==> src/rtl/fetch_pkg.sv <==
// Shared types and constants for the two-wide fetch sequencer.
package fetch_pkg;
  typedef enum logic [1:0] {IDLE, RUN, MISS} fetch_state_e;
  localparam int FETCH_WIDTH = 2;
  localparam int INSTR_BYTES = 4;
endpackage

==> src/rtl/fetch_sequencer_sat_counter.sv <==
// Saturating up-counter; adds 0..2 per cycle and sticks at all-ones.
module sat_counter #(
  parameter int CNT_W = 16
) (
  input  logic             clk,
  input  logic             reset,
  input  logic [1:0]       inc,
  output logic [CNT_W-1:0] count
);
  logic [CNT_W:0] sum;

  // One extra bit catches any step past all-ones.
  assign sum = {1'b0, count} + {{(CNT_W-1){1'b0}}, inc};

  always_ff @(posedge clk) begin
    if (!reset)          count <= '0;
    else if (sum[CNT_W]) count <= '1;
    else                 count <= sum[CNT_W-1:0];
  end
endmodule

==> src/rtl/fetch_sequencer.sv <==
// Two-wide fetch address sequencer: advances on hits, holds on stop,
// takes redirects and runs an i-cache miss refill handshake.
module fetch_sequencer
  import fetch_pkg::*;
#(
  parameter int              XLEN         = 32,
  parameter logic [XLEN-1:0] RESET_VECTOR = '0,
  parameter int              CNT_W        = 16
) (
  input  logic                                clk,
  input  logic                                reset,
  input  logic                                stop,
  input  logic [1:0]                          hit,
  input  logic                                redirect_valid,
  input  logic [XLEN-1:0]                     redirect_address,
  input  logic                                miss_done,
  output logic                                fetch_req,
  output logic [FETCH_WIDTH-1:0][XLEN-1:0]    addresses,
  output logic                                miss_req,
  output logic [XLEN-1:0]                     miss_address,
  output logic [CNT_W-1:0]                    fetched_count,
  output logic [CNT_W-1:0]                    miss_count
);
  localparam logic [XLEN-1:0] STEP      = XLEN'(INSTR_BYTES);
  localparam logic [XLEN-1:0] PAIR_STEP = XLEN'(FETCH_WIDTH * INSTR_BYTES);

  fetch_state_e    state;
  logic [XLEN-1:0] pc;
  logic            pend_valid;
  logic [XLEN-1:0] pend_addr;
  logic [XLEN-1:0] redirect_target;
  logic [1:0]      fetch_inc;
  logic [1:0]      miss_inc;

  // Redirect targets are forced to word alignment.
  assign redirect_target = redirect_address & ~XLEN'(3);

  assign addresses[0] = pc;
  assign addresses[1] = pc + STEP;
  assign fetch_req    = (state == RUN);
  assign miss_req     = (state == MISS);

  always_comb begin
    fetch_inc = 2'd0;
    miss_inc  = 2'd0;
    if (state == RUN && !redirect_valid && !stop) begin
      if (hit == 2'b11) begin
        fetch_inc = 2'd2;
      end else if (hit == 2'b01) begin
        fetch_inc = 2'd1;
        miss_inc  = 2'd1;
      end else if (!hit[0]) begin
        miss_inc  = 2'd1;
      end
    end
  end

  always_ff @(posedge clk) begin
    if (!reset) begin
      state        <= IDLE;
      pc           <= RESET_VECTOR;
      miss_address <= '0;
      pend_valid   <= 1'b0;
      pend_addr    <= '0;
    end else begin
      unique case (state)
        IDLE: state <= RUN;
        RUN: begin
          if (redirect_valid) begin
            pc <= redirect_target;
          end else if (stop) begin
            pc <= pc;
          end else if (hit == 2'b11) begin
            pc <= pc + PAIR_STEP;
          end else if (hit == 2'b01) begin
            // Slot 0 delivered; the refill starts at slot 1.
            pc           <= pc + STEP;
            miss_address <= pc + STEP;
            state        <= MISS;
          end else if (!hit[0]) begin
            miss_address <= pc;
            state        <= MISS;
          end
        end
        MISS: begin
          if (miss_done) begin
            state      <= RUN;
            pend_valid <= 1'b0;
            if (redirect_valid)  pc <= redirect_target;
            else if (pend_valid) pc <= pend_addr;
          end else if (redirect_valid) begin
            pend_valid <= 1'b1;
            pend_addr  <= redirect_target;
          end
        end
        default: state <= IDLE;
      endcase
    end
  end

  sat_counter #(.CNT_W(CNT_W)) u_fetched_cnt (
    .clk   (clk),
    .reset (reset),
    .inc   (fetch_inc),
    .count (fetched_count)
  );

  sat_counter #(.CNT_W(CNT_W)) u_miss_cnt (
    .clk   (clk),
    .reset (reset),
    .inc   (miss_inc),
    .count (miss_count)
  );
endmodule
==> config.mk <==
export PLATFORM = sky130hd
export DESIGN_NAME = fetch_sequencer
export DESIGN_NICKNAME = d
export VERILOG_FILES = /design/src/rtl/fetch_pkg.sv /design/src/rtl/fetch_sequencer_sat_counter.sv /design/src/rtl/fetch_sequencer.sv
export SDC_FILE = /design/constraint.sdc
export NUM_CORES = 1
export LEC_CHECK = 0
export CORE_UTILIZATION = 60
export CTS_CLUSTER_SIZE = 14
export DETAILED_ROUTE_END_ITERATION = 10
export DONT_BUFFER_PORTS = 1
export PLACE_DENSITY = 0.76
export REMOVE_ABC_BUFFERS = 1
export SETUP_SLACK_MARGIN = 0.3
export SLEW_MARGIN = 20
export SYNTH_ARGS = -nofsm -noshare
export SYNTH_HDL_FRONTEND = slang
export SYNTH_HIERARCHICAL = 1
export SYNTH_SLANG_ARGS = --single-unit
==> constraint.sdc <==
create_clock -name clk -period 5.4 [get_ports clk]
set_clock_uncertainty 0.1 [all_clocks]
set_input_delay 1.08 -clock clk [delete_from_list [all_inputs] [get_ports clk]]
set_output_delay 1.08 -clock clk [all_outputs]
set_load 0.005 [all_outputs]
== Yosys cells after proc, flatten, opt, wreduce, memory -nomap -nowiden ==
Index checks and enable logic that the tools add are counted.
Cells by class
  equality and inequality tests: 13
  $add $sub $neg: 4
  multiplexer cells: 28
  reduce and logical (&&, ||, !) cells: 12
  bitwise logic cells: 4
Operators with widths (count)
  32-bit 2-to-1 mux: 9
  32-bit one-hot mux with 2 select lines: 1
  32-bit by 3-bit adder with 32-bit output, second input constant: 1
  32-bit by 4-bit adder with 32-bit output, second input constant: 1
  16-bit 2-to-1 mux: 2
  16-bit by 1-bit adder with 17-bit output: 1
  16-bit by 2-bit adder with 17-bit output: 1
  2-bit 2-to-1 mux: 8
  5-bit AND reduction: 3
  2-bit != test, second input constant: 4
  1-bit 2-to-1 mux: 7
  3-bit by 2-bit != test with 1-bit output, second input constant: 2
  2-bit one-hot mux with 3 select lines: 1
  2-bit by 1-bit == test with 1-bit output, second input constant: 2
  2-bit == test, second input constant: 2
  4-bit by 2-bit != test with 1-bit output, second input constant: 1
  1-bit inverter: 4
  2-bit nonzero test: 2
  3-bit != test, second input constant: 1
  3-bit AND reduction: 1
  1-bit logical AND: 2
  1-bit zero test: 2
  2-bit zero test: 1
  2-bit by 1-bit != test with 1-bit output, second input constant: 1
  2-bit AND reduction: 1
Word-level totals
  bits of input ports: 39
  output and inout bits: 130
  bits in registers: 129

== Longest topological paths before layout ==
  depth after elaboration: 6
  gate-level depth with buffers: 13
  depth with buffers taken out: 11

== Cells and area by module ==
The synthesis kept the hierarchy.
Modules (own cells, without submodules)
  fetch_sequencer: instances 1, cells each 805, sequential area each 1861.8 µm², area each 5855.6 µm²
  sat_counter at u_miss_cnt: instances 1, cells each 82, sequential area each 320.3 µm², area each 802.0 µm²
  sat_counter at u_fetched_cnt: instances 1, cells each 85, sequential area each 320.3 µm², area each 793.3 µm²

== Worst setup path after synthesis ==
No wires, ideal clock.
  path kind: input port to flip-flop
  from: input hit[1]
  to: register u_miss_cnt.count[11]
  slack: 1.705 ns
  stages: 11
  arrival: 3.523 ns
  buffers on the path: 3
  cells stage by stage: clkbuf_1 a21oi_1 clkbuf_1 ha_1 inv_1 fa_1 nand3b_2 nor3_4 nand3_2 buf_6 a21oi_1
Between the ends
  cells in the longest elaborated chain, start to end: 6
  elaborated cells on any way between the ends: 7
  classes of those cells: add/sub (1); eq/ne (2); mux (4)
Ends and longest elaborated chain
  start: declaration: RTL line fetch_sequencer.sv:13  | input logic [1:0] hit,
  2-bit by 1-bit == test with 1-bit output: RTL line fetch_sequencer.sv:49  | end else if (hit == 2'b01) begin
  1-bit 2-to-1 mux: RTL line fetch_sequencer.sv:49
  1-bit 2-to-1 mux *: RTL line fetch_sequencer.sv:47  | if (hit == 2'b11) begin
  1-bit 2-to-1 mux *: RTL line fetch_sequencer.sv:46  | if (state == RUN && !redirect_valid && !stop) begin
  net miss_inc[0]: RTL line fetch_sequencer.sv:33  | logic [1:0] miss_inc;
  16-bit by 1-bit adder with 17-bit output *: RTL line fetch_sequencer_sat_counter.sv:13  | assign sum = {1'b0, count} + {{(CNT_W-1){1'b0}}, inc};
  16-bit 2-to-1 mux *: RTL line fetch_sequencer_sat_counter.sv:17  | else if (sum[CNT_W]) count <= '1;
  end signal: assignment: RTL line fetch_sequencer_sat_counter.sv:18  | else count <= sum[CNT_W-1:0];
  end: declaration: RTL line fetch_sequencer_sat_counter.sv:8  | output logic [CNT_W-1:0] count
The timed path passes the listed nets; every way through them passes the cells marked *.
A chain may end at the register's enable or synchronous reset.

==> summary.md <==
| Metric | Value |
|---|---|
| Status | `complete, no violations` |
| Post-synth EDFFs | `0` |
| Period minus WS final | `4.285 ns` |
| Total gr overflow | `0` |
| Hold Path Class | `flop to flop` |
| Cell area after layout | `7963 um^2` |
| CTS tree | `built` |
| Routed Antenna Nets | `0` |
| Synth area leader | `dfxtp_1` |
| Synth top cells by count | `nand2_1 (147), dfxtp_1 (125), a21oi_1 (109), o21ai_0 (66), nor2_1 (59)` |
| CP Launch Type | `flop` |
| Placed inst area | `7281 um^2` |
| Total track usage | `34.94%` |
| Worst-Skew Late Latency | `0.42 ns` |
| Dpl cells | `1,063` |
| Distinct cells, synth | `74` |
| Setup Buffers After CTS | `0` |
| Die Y | `113.4 um` |
| Clk pin slew, worst setup/hold paths | `0.06 ns` |
| CTS Root Cell | `clkbuf_16` |
| Iter 0 DRT Violations | `901` |
| Final setup vio count | `0` |
| Leak | `2.535 nW` |
| Post-synthesis sequential area ratio | `33.59%` |
| Final worst slack | `1.115 ns` |
| Routed wire length | `22.50 mm` |
| First drt pass iteration count | `5` |
| Largest net degree at the start of global routing | `62` |
| Area contributors post-synth | `dfxtp_1 (34%), nand2_1 (7.4%), a21oi_1 (7.3%), xnor2_1 (6.6%), o21ai_0 (4.4%)` |
| TritonCTS Buffers | `17` |
| Via count | `7,235` |
| Antenna violations before repair | `0` |
| Unrepaired setup endpoints after global routing | `false` |
| Final Hold Viols | `0` |
| Ys async rst share | `0%` |
| CTS H-tree depth | `4` |
| Synth Register Bits | `125` |
| Clock Sink Count | `125` |
| Post-synth top area share | `33.59%` |
| Drt drc | `0` |
| # diodes | `0` |
| Vias in the first global route | `6,690` |
| Req. time, crit path | `4.22 ns` |
| GPL Wtd Cong | `0.9521` |
| Cells after Synth | `972` |
| Max Slew Vio Count | `0` |
| Slew HR | `29.53%` |
| Post-CTS Hold Buffers | `0` |
| Ys Warns | `6` |
| Gates resized, CTS repair | `0` |
| Syn Std Cell Area | `7451 um^2` |
| Pwr/cell area | `424.1 nW/um^2` |
| IO Pins | `169` |
| Worst-path maximum fanout | `12` |
| Fraction of layout cells with a size suffix above 1 | `7.228%` |
| Final setup TNS | `0 ns` |
| Fmax | `0.2334 GHz` |
| Final core occ | `66.02%` |
| Max Cap Violations | `0` |
| Period utilisation layout | `79.35%` |
| WP data arrival | `3.10 ns` |
| Final #Nets | `965` |
| Fin cells | `1,095` |
| Post-place setup slack | `1.541 ns` |
| First-pass GRT wire length | `35.08 mm` |
| Overall power | `3.377 mW` |
| Synth-to-Final Area Change | `6.868%` |
| Drt via density | `6.607` |
| Die width | `113.4 um` |
| Core area | `12,060 um^2` |
| Routed len/inst | `20.55 um` |
| Main synth FF type | `dfxtp_1` |
| Initial Utilization | `61.77%` |
| WS Path Type | `flop to output pin` |
| Maximum VDD drop | `0.0002317 V` |
| Count leader, synth | `nand2_1` |
| DIE AREA | `12,870 um^2` |
| Port bufs | `0` |
| Row count | `40` |
| Longest Clk Path Bufs | `2` |
| Slew at the pin closest to its max-slew limit | `1.047 ns` |
| Hold slack | `0.3528 ns` |
| Post-DP HPWL | `15.27 mm` |
| CP endpoint kind | `output pin` |
| Mean Syn Cell Area | `7.666 um^2` |
[layer usage]
| layer | routed length [um] | GRT usage [%] |
|---|---|---|
| met5 | 0 | 0 |
| met4 | 636 | 14.65 |
| met3 | 2564 | 9.458 |
| met2 | 10100 | 53.66 |
| met1 | 9198 | 46.41 |
[report_power, final]
group / switching (mW) / internal (mW) / leakage (nW)
Clock: 0.431 / 0.878 / 0.315
Combinational: 0.487 / 0.265 / 1.21
Sequential: 0.280 / 1.04 / 1.01
Total: 1.20 / 2.18 / 2.54
[logic make-up after synthesis]
family	Yosys count	share of synthesized area [%]
mux	1	0.1511
simple gates	383	26.47
buf+inv	111	7.238
xor+xnor	78	9.169
other cells	1	0.05033
fa+ha+maj	12	2.217
compound gates	261	21.13
flops	125	33.59
[state kept, by name, indices dropped and copies added, names as in the netlist]
signal,cells
u_fetched_cnt/count,16
miss_address,30
pend_addr,30
u_miss_cnt/count,16
state,2
pc,30
pend_valid,1
[worst max-delay path, cell delays in order, from the launching register on]
cell	delay (ns)
dfxtp_1	0.68
nand4_1	0.60
or4_1	0.83
nor2_1	0.24
nand2_1	0.11
xnor2_1	0.23
[final cells by class]
type	count	area (um^2)
clock buffer	18	439.2
clock inverter	14	240.2
fill	1014	4099
inverter	22	82.58
multi-input combinational	743	4451
sequential	125	2502
tap	168	210.2
timing repair buffer	5	37.54
[final timing paths]
kind                              startpoint                        endpoint  slack, ns  depth (start not counted)
setup / recovery         pc[10]$_SDFFE_PN0P_                   addresses[55]       1.12                          5
hold reg to reg   pend_addr[19]$_SDFFE_PN0P_      pend_addr[19]$_SDFFE_PN0P_       0.35                          2
setup reg to reg       state[1]$_SDFFE_PN0P_  u_miss_cnt/count[0]$_SDFF_PN0_       2.33                         11
hold / removal    pend_addr[19]$_SDFFE_PN0P_      pend_addr[19]$_SDFFE_PN0P_       0.35                          2
[cells in the final DEF (no fill, tap or decap), types with 8 or more instances in the layout]
| cell type | count |
|---|---|
| nand2_1 | 146 |
| xnor2_1 | 56 |
| o21ai_0 | 66 |
| ha_1 | 10 |
| nand3_1 | 30 |
| a31oi_1 | 9 |
| dfxtp_1 | 125 |
| clkbuf_16 | 17 |
| and3_1 | 14 |
| xor2_1 | 22 |
| nor2_1 | 59 |
| nand4_1 | 21 |
| o211ai_1 | 9 |
| nor3_1 | 28 |
| conb_1 | 8 |
| inv_1 | 21 |
| a21oi_1 | 108 |
| nor4_1 | 26 |
| a211oi_1 | 19 |
Power figures use the tool's default switching activity.
